--- config.mk ---
export PLATFORM = sky130hd
export DESIGN_NAME = hazard_forward_ctrl
export DESIGN_NICKNAME = d
export VERILOG_FILES = /design/src/rtl/hazard_forward_ctrl.sv
export SDC_FILE = /design/constraint.sdc
export NUM_CORES = 1
export LEC_CHECK = 0
export ABC_AREA = 1
export CELL_PAD_IN_SITES_DETAIL_PLACEMENT = 0
export CELL_PAD_IN_SITES_GLOBAL_PLACEMENT = 1
export CORE_MARGIN = 5
export CORE_UTILIZATION = 37
export CTS_CLUSTER_DIAMETER = 200
export DETAILED_ROUTE_END_ITERATION = 8
export HOLD_SLACK_MARGIN = 0.15
export PLACE_DENSITY_LB_ADDON = 0.1
export SYNTH_ARGS = -nofsm -noshare
export SYNTH_HDL_FRONTEND = slang
export SYNTH_SLANG_ARGS = --single-unit
--- constraint.sdc ---
create_clock -name clk -period 1.9 [get_ports clk]
set_input_delay 0.285 -clock clk [delete_from_list [all_inputs] [get_ports clk]]
set_output_delay 0.285 -clock clk [all_outputs]
set_load 0.01 [all_outputs]
--- src/rtl/hazard_forward_ctrl.sv ---
// hazard_forward_ctrl: load-use/branch stall detection, EX forwarding select and branch flush control
module hazard_forward_ctrl #(
  parameter int REG_W = 5,
  parameter int CNT_W = 16
) (
  input  logic             clk,
  input  logic             rst,
  input  logic             id_valid,
  input  logic [REG_W-1:0] id_rs,
  input  logic [REG_W-1:0] id_rt,
  input  logic             id_uses_rs,
  input  logic             id_uses_rt,
  input  logic             id_reg_write,
  input  logic             id_mem_read,
  input  logic [REG_W-1:0] id_write_reg,
  input  logic             id_beq,
  input  logic             id_bne,
  input  logic             regs_equal,
  output logic [2:0]       forward_a,
  output logic [2:0]       forward_b,
  output logic             stall_needed,
  output logic             pc_write,
  output logic             ifid_write,
  output logic             ifid_flush,
  output logic             pc_src,
  output logic [CNT_W-1:0] stall_count,
  output logic [CNT_W-1:0] flush_count
);
  logic             ex_valid, ex_reg_write, ex_mem_read, ex_uses_rs, ex_uses_rt;
  logic [REG_W-1:0] ex_write_reg, ex_rs, ex_rt;
  logic             mem_valid, mem_reg_write, mem_mem_read;
  logic [REG_W-1:0] mem_write_reg;
  logic             wb_valid, wb_reg_write;
  logic [REG_W-1:0] wb_write_reg;
  logic             ex_w_rs, ex_w_rt, mem_w_rs, mem_w_rt;
  logic             fa_mem, fa_wb, fb_mem, fb_wb;
  logic             branch, load_use, br_alu, br_load, hazard, taken, load;

  function automatic logic writes(input logic v, input logic rw,
                                  input logic [REG_W-1:0] wr, input logic [REG_W-1:0] r);
    return v & rw & (wr == r) & (r != '0);
  endfunction

  always_comb begin
    fa_mem       = ex_uses_rs & writes(mem_valid, mem_reg_write, mem_write_reg, ex_rs);
    fa_wb        = ex_uses_rs & writes(wb_valid, wb_reg_write, wb_write_reg, ex_rs);
    fb_mem       = ex_uses_rt & writes(mem_valid, mem_reg_write, mem_write_reg, ex_rt);
    fb_wb        = ex_uses_rt & writes(wb_valid, wb_reg_write, wb_write_reg, ex_rt);
    forward_a    = rst ? 3'd0 : fa_mem ? 3'd2 : fa_wb ? 3'd1 : 3'd0;
    forward_b    = rst ? 3'd0 : fb_mem ? 3'd2 : fb_wb ? 3'd1 : 3'd0;
    ex_w_rs      = writes(ex_valid, ex_reg_write, ex_write_reg, id_rs);
    ex_w_rt      = writes(ex_valid, ex_reg_write, ex_write_reg, id_rt);
    mem_w_rs     = writes(mem_valid, mem_reg_write, mem_write_reg, id_rs);
    mem_w_rt     = writes(mem_valid, mem_reg_write, mem_write_reg, id_rt);
    branch       = id_beq | id_bne;
    load_use     = ex_mem_read & ((id_uses_rs & ex_w_rs) | (id_uses_rt & ex_w_rt));
    br_alu       = branch & ~ex_mem_read & (ex_w_rs | ex_w_rt);
    // a load in MEM still cannot reach the ID comparator, so it costs one more bubble
    br_load      = branch & ((ex_mem_read & (ex_w_rs | ex_w_rt)) | (mem_mem_read & (mem_w_rs | mem_w_rt)));
    hazard       = ~rst & id_valid & (load_use | br_alu | br_load);
    taken        = id_beq ? regs_equal : id_bne & ~regs_equal;
    stall_needed = hazard;
    pc_write     = ~hazard;
    ifid_write   = ~hazard;
    pc_src       = ~rst & ~hazard & taken;
    ifid_flush   = pc_src;
    load         = id_valid & ~hazard;
  end

  always_ff @(posedge clk) begin
    if (rst) begin
      {ex_valid, ex_reg_write, ex_mem_read, ex_uses_rs, ex_uses_rt} <= '0;
      {ex_write_reg, ex_rs, ex_rt} <= '0;
      {mem_valid, mem_reg_write, mem_mem_read, mem_write_reg} <= '0;
      {wb_valid, wb_reg_write, wb_write_reg} <= '0;
      stall_count <= '0;
      flush_count <= '0;
    end else begin
      {wb_valid, wb_reg_write, wb_write_reg} <= {mem_valid, mem_reg_write, mem_write_reg};
      {mem_valid, mem_reg_write, mem_mem_read, mem_write_reg} <= {ex_valid, ex_reg_write, ex_mem_read, ex_write_reg};
      ex_valid     <= load;
      ex_reg_write <= load & id_reg_write;
      ex_mem_read  <= load & id_mem_read;
      ex_uses_rs   <= load & id_uses_rs;
      ex_uses_rt   <= load & id_uses_rt;
      ex_write_reg <= load ? id_write_reg : '0;
      ex_rs        <= load ? id_rs : '0;
      ex_rt        <= load ? id_rt : '0;
      if (stall_needed && !(&stall_count)) stall_count <= stall_count + 1'b1;
      if (ifid_flush && !(&flush_count)) flush_count <= flush_count + 1'b1;
    end
  end
endmodule

Word-level counts from Yosys, hierarchy flattened:

Index checks and enable logic that the tools add are counted.

* output and inout bits: 43
* bits of input ports: 25
* register bits after elaboration: 67

* reduce and logical (&&, ||, !) cells: 11
* muxes and demuxes: 7
* eq/ne operators: 8
* add/sub/neg operators: 2
* bitwise logic cells: 53

Operator list (number)
* bitwise AND 1 bit: 41
* equality test 5 bit: 8
* adder 16 x 1 -> 16 bit (second input constant): 2
* AND reduction 16 bit: 2
* nonzero test 5 bit: 4
* two-way mux 2 bit: 4
* bitwise OR 1 bit: 7
* inverter 1 bit: 5
* two-way mux 1 bit: 3
* logical AND 1 bit: 2
* logical NOT 1 bit: 2
* OR reduction 2 bit: 1

Depth between registers and ports, before layout:

Gate-level depths: netlist (run 1).

* depth after elaboration: 13
* mapped depth: 15
* depth with buffers taken out: 14

Worst setup path after synthesis (run 1):

No wires, ideal clock.

* path type: reg-to-output
* from: register mem_write_reg[4]
* to: output port pc_src
* slack: -0.250 ns
* buffers on the path: 2
* required time: 1.615 ns
* cell stages (with the launch flop): 15
* arrival time: 1.865 ns
* cell sequence: dfxtp_1 inv_1 nand2_1 nand2_1 nand3_1 nor2_1 nand2_1 nand2_1 nand2_1 nand2_2 nand3_4 inv_4 buf_6 nor4_1 buf_4

* longest elaborated chain between the ends: 12
* elaborated cells between the ends (all ways): 15

RTL lines
* start: declaration: line 32 `logic [REG_W-1:0] mem_write_reg;`
* start signal: assignment: line 80 `{mem_valid, mem_reg_write, mem_mem_read, mem_write_reg} <= {ex_valid, ex_reg_write, ex_mem_read, ex_write_reg} ...`
* equality test 5 bit: line 41 `return v & rw & (wr == r) & (r != '0);`
* bitwise AND 1 bit (2 in series): line 41
* bitwise OR 1 bit (*): line 59 `br_load = branch & ((ex_mem_read & (ex_w_rs | ex_w_rt)) | (mem_mem_read & (mem_w_rs | mem_w_rt)));`
* bitwise AND 1 bit (*): line 59
* bitwise OR 1 bit (*): line 59
* bitwise AND 1 bit (*): line 59
* bitwise OR 1 bit (*): line 60 `hazard = ~rst & id_valid & (load_use | br_alu | br_load);`
* bitwise AND 1 bit (*): line 60
* named net stall_needed: line 21 `output logic stall_needed,`
* inverter 1 bit (*): line 65 `pc_src = ~rst & ~hazard & taken;`
* bitwise AND 1 bit (*) (2 in series): line 65
* end: declaration: line 25 `output logic pc_src,`

Mark *: on every way through the listed nets, which the timed path passes. The rest lies on a longest branch.

Worst setup path in the final report (run 1):

* from: register mem_write_reg[4]
* to: output port ifid_flush

* longest elaborated chain between the ends: 12
* elaborated cells between the ends (all ways): 15

RTL lines
* equality test 5 bit: line 41
* bitwise AND 1 bit (2 in series): line 41
* bitwise OR 1 bit (*): line 59
* bitwise AND 1 bit (*): line 59
* bitwise OR 1 bit (*): line 59
* bitwise AND 1 bit (*): line 59
* bitwise OR 1 bit (*): line 60
* bitwise AND 1 bit (*): line 60
* inverter 1 bit (*): line 65
* bitwise AND 1 bit (*) (2 in series): line 65
* end: declaration: line 24 `output logic ifid_flush,`

Every way passes the cells marked *; elsewhere a longest branch is shown, timed or not.

==> flow_summary.ini, run 1 <==
[power]
p_total_mw = 3.360
power.density_nw_per_um2 = 570.4
leakage_nw = 2.542
vdd_drop_max_uv = 299.1

[drt]
drc = 0
final_antenna_net_count = 0
viasPerCell = 4.733
routed-via-count = 4037
wl_per_cell_um = 13.19
drt_iter0_drc = 191
dr.pass1.iters = 4
drt-total-wl_mm = 11.25

[layout]
layoutNonFillerInstCount = 853
syn2layout_area_growth_pct = 54.92
diodes = 0
final_nets = 739
design_area_um2 = 5891
drive_gt1_frac = 0.3389
top_regs = flush_count (16), stall_count (16)

[yosys]
synth.avg_cell_area_um2 = 6.839
synth_ff_type = dfxtp_1
synthCells = 556
yosys.area.top_type = dfxtp_1
synth_commonest_cells = nand2_1, nor2_1, inv_1
ys_seq_area_frac = 0.3527
synth.distinct_cells = 39
ys_seq_elements = 67
netlist.area_leader.share = 0.3527
ys_warn_count = 0
ys_async_sr_fraction = 0
synth.area.top_cells = dfxtp_1, nand2_1, nor2_1, inv_1, nand3_1
synthMostInstantiatedCell = nand2_1
synth_edf_count = 0
synth_area_um2 = 3802

[cts]
hold_buffers = 0
clk_pin_slew_ns = 0.09
cts_tree = built
cts.path.max_buffers = 2
cts-root-buf = clkbuf_8
htreeDepth = 3
insertion_delay_ns = 0.35
cts_buffers = 9
cts.sinks = 67

[sta]
finClkSkew_ns = 0.009944
timing.hold.ws_ns = 0.3888
rsz0062_at_grt = true
hold_viol_final = 0
finalSetupViolCount = 19
clock.fmax_mhz = 489.0
setup_slack_ns = -0.1448
min_period_over_period = 1.076
timing.final.crit_period_ns = 2.045
slew_viol_final = 0

[placed_design]
dp_cells = 811
dp_slack_ns = -0.7504
port_buffers = 65
dp_hpwl_mm = 8.049
place_area_um2 = 5070
globalplace.congestion = 0.8973

[critical_path]
path_max_fanout = 3
critPathKind = reg -> out
required_ns = 1.62
path_buf_inv = 3
critical-path-max-stage-delay_ns = 0.38
cp-start-kind = register
cpMostUsedCell = nand2_1
crit_slowest_cell = dfxtp_4
cp.arrival_ns = 1.76
path_cells = buf_6, nand2_2, nand2_1, nand3_1, nor2_1, nand2_1, nand2_1, nand2_1, nand2_2, nand3_4, inv_4, nor4_4, buf_2
cp-end-kind = primary output
cpLargestDelayFamily = simple AND/OR/NAND/NOR gates

[floorplanning]
core_area_um2 = 10180
num_io_pins = 68
die_w_um = 111.4
start_util = 0.3733
row_count = 37
die_h_um = 111.4
die_area_um2 = 12400

[global_routing]
gr-usage-all-layers = 0.1731
antenna_found_initial = 0
grt_overflow = 0
grt_max_degree = 24
first_global_vias = 3793
grt_pass1_wl_mm = 17.93

[job]
maxCapViolations = 0

[worst_hold_path]
hp-class = in -> reg

[outcome]
violations = negative setup slack
status = finished, violations left
[logic make-up (layout without fill, tap and decap cells)]
| kind of cell | count (synthesis) | count (layout) | share of synthesized area |
|---|---|---|---|
| compound gates | 32 | 32 | 0.05364 |
| xor+xnor | 33 | 33 | 0.07601 |
| fa+ha+maj | 2 | 2 | 0.006580 |
| buf+inv | 102 | 262 | 0.1155 |
| flops | 67 | 67 | 0.3527 |
| other cells | 1 | 2 | 0.0009862 |
| simple gates | 319 | 319 | 0.3945 |
[cells in the final DEF, fill, tap and decap left out, drive strengths merged, types with 2 or more instances in the layout]
cell             n
clkbuf          12
nand3           46
nor2            91
a21oi           24
ha               2
o22ai            2
conb             2
clkinv           3
clkdlybuf4s50   45
xor2            19
bufinv           3
inv             84
nand2          128
nor4             8
nand4           23
nor3            18
dfxtp           67
dlygate4sd2     10
o21ai            3
buf            105
xnor2           14
[tightest hold or removal path: cells and delay by family]
family	cells	cell delay, ns
buf+inv	3	0.34
simple gates	2	0.08
[where the power goes]
group	leakage, nW	total [mW]	internal (mW)	switching, mW
Clock	0.124	1.48	0.883	0.602
Sequential	0.552	1.46	1.43	0.0265
Combinational	1.87	0.417	0.212	0.205
[cell type report]
type | count | area (um2)
clock buffer | 9 | 123.9
tap | 136 | 170.2
fill | 974 | 4294
timing repair buffer | 163 | 1499
multi-input combinational | 388 | 2285
inverter | 83 | 319.1
clock inverter | 7 | 125.1
sequential | 67 | 1369
[worst paths after layout]
check                                 endpoint  slack, ns                        start  cells past startpoint
hold reg to reg        mem_mem_read$_SDFF_PP0_       0.43       ex_mem_read$_SDFF_PP0_                      2
setup / recovery                    ifid_flush      -0.14  mem_write_reg[4]$_SDFF_PP0_                     13
setup reg to reg   flush_count[8]$_SDFFE_PP0P_      -0.08  mem_write_reg[4]$_SDFF_PP0_                     17
hold / removal    flush_count[11]$_SDFFE_PP0P_       0.39                          rst                      5
[what timing repair did]
item	CTS	global route
buffers inserted	21	4
endpoints found under the setup margin	48	62
cloned	0	4
resized for setup	99	66
pin swaps	18	21
[layer usage]
layer  vias to the layer above  track usage  part of all wire
li1                       2073            -                 -
met1                      1859       0.2319              0.46
met2                        89       0.2839              0.47
met3                        16      0.03261             0.049
met4                         0      0.05272             0.014
met5                         -            0                 0
[metrics by stage]
stage / util / setup TNS, ns
2_1_floorplan: - / 0
6_report: 0.5784 / -1.461
4_1_cts: 0.5474 / -1.600
5_1_grt: 0.5784 / -4.500
3_5_place_dp: 0.4978 / -24.73
3_3_place_gp: 0.4978 / -24.10
Power figures use the tool's default switching activity.
==> run 2: changes to the inputs <==
Settings changed: SLEW_MARGIN set to 20.
==> results of run 2 <==
Final layout, timing and power as in run 1 (identical DEF).
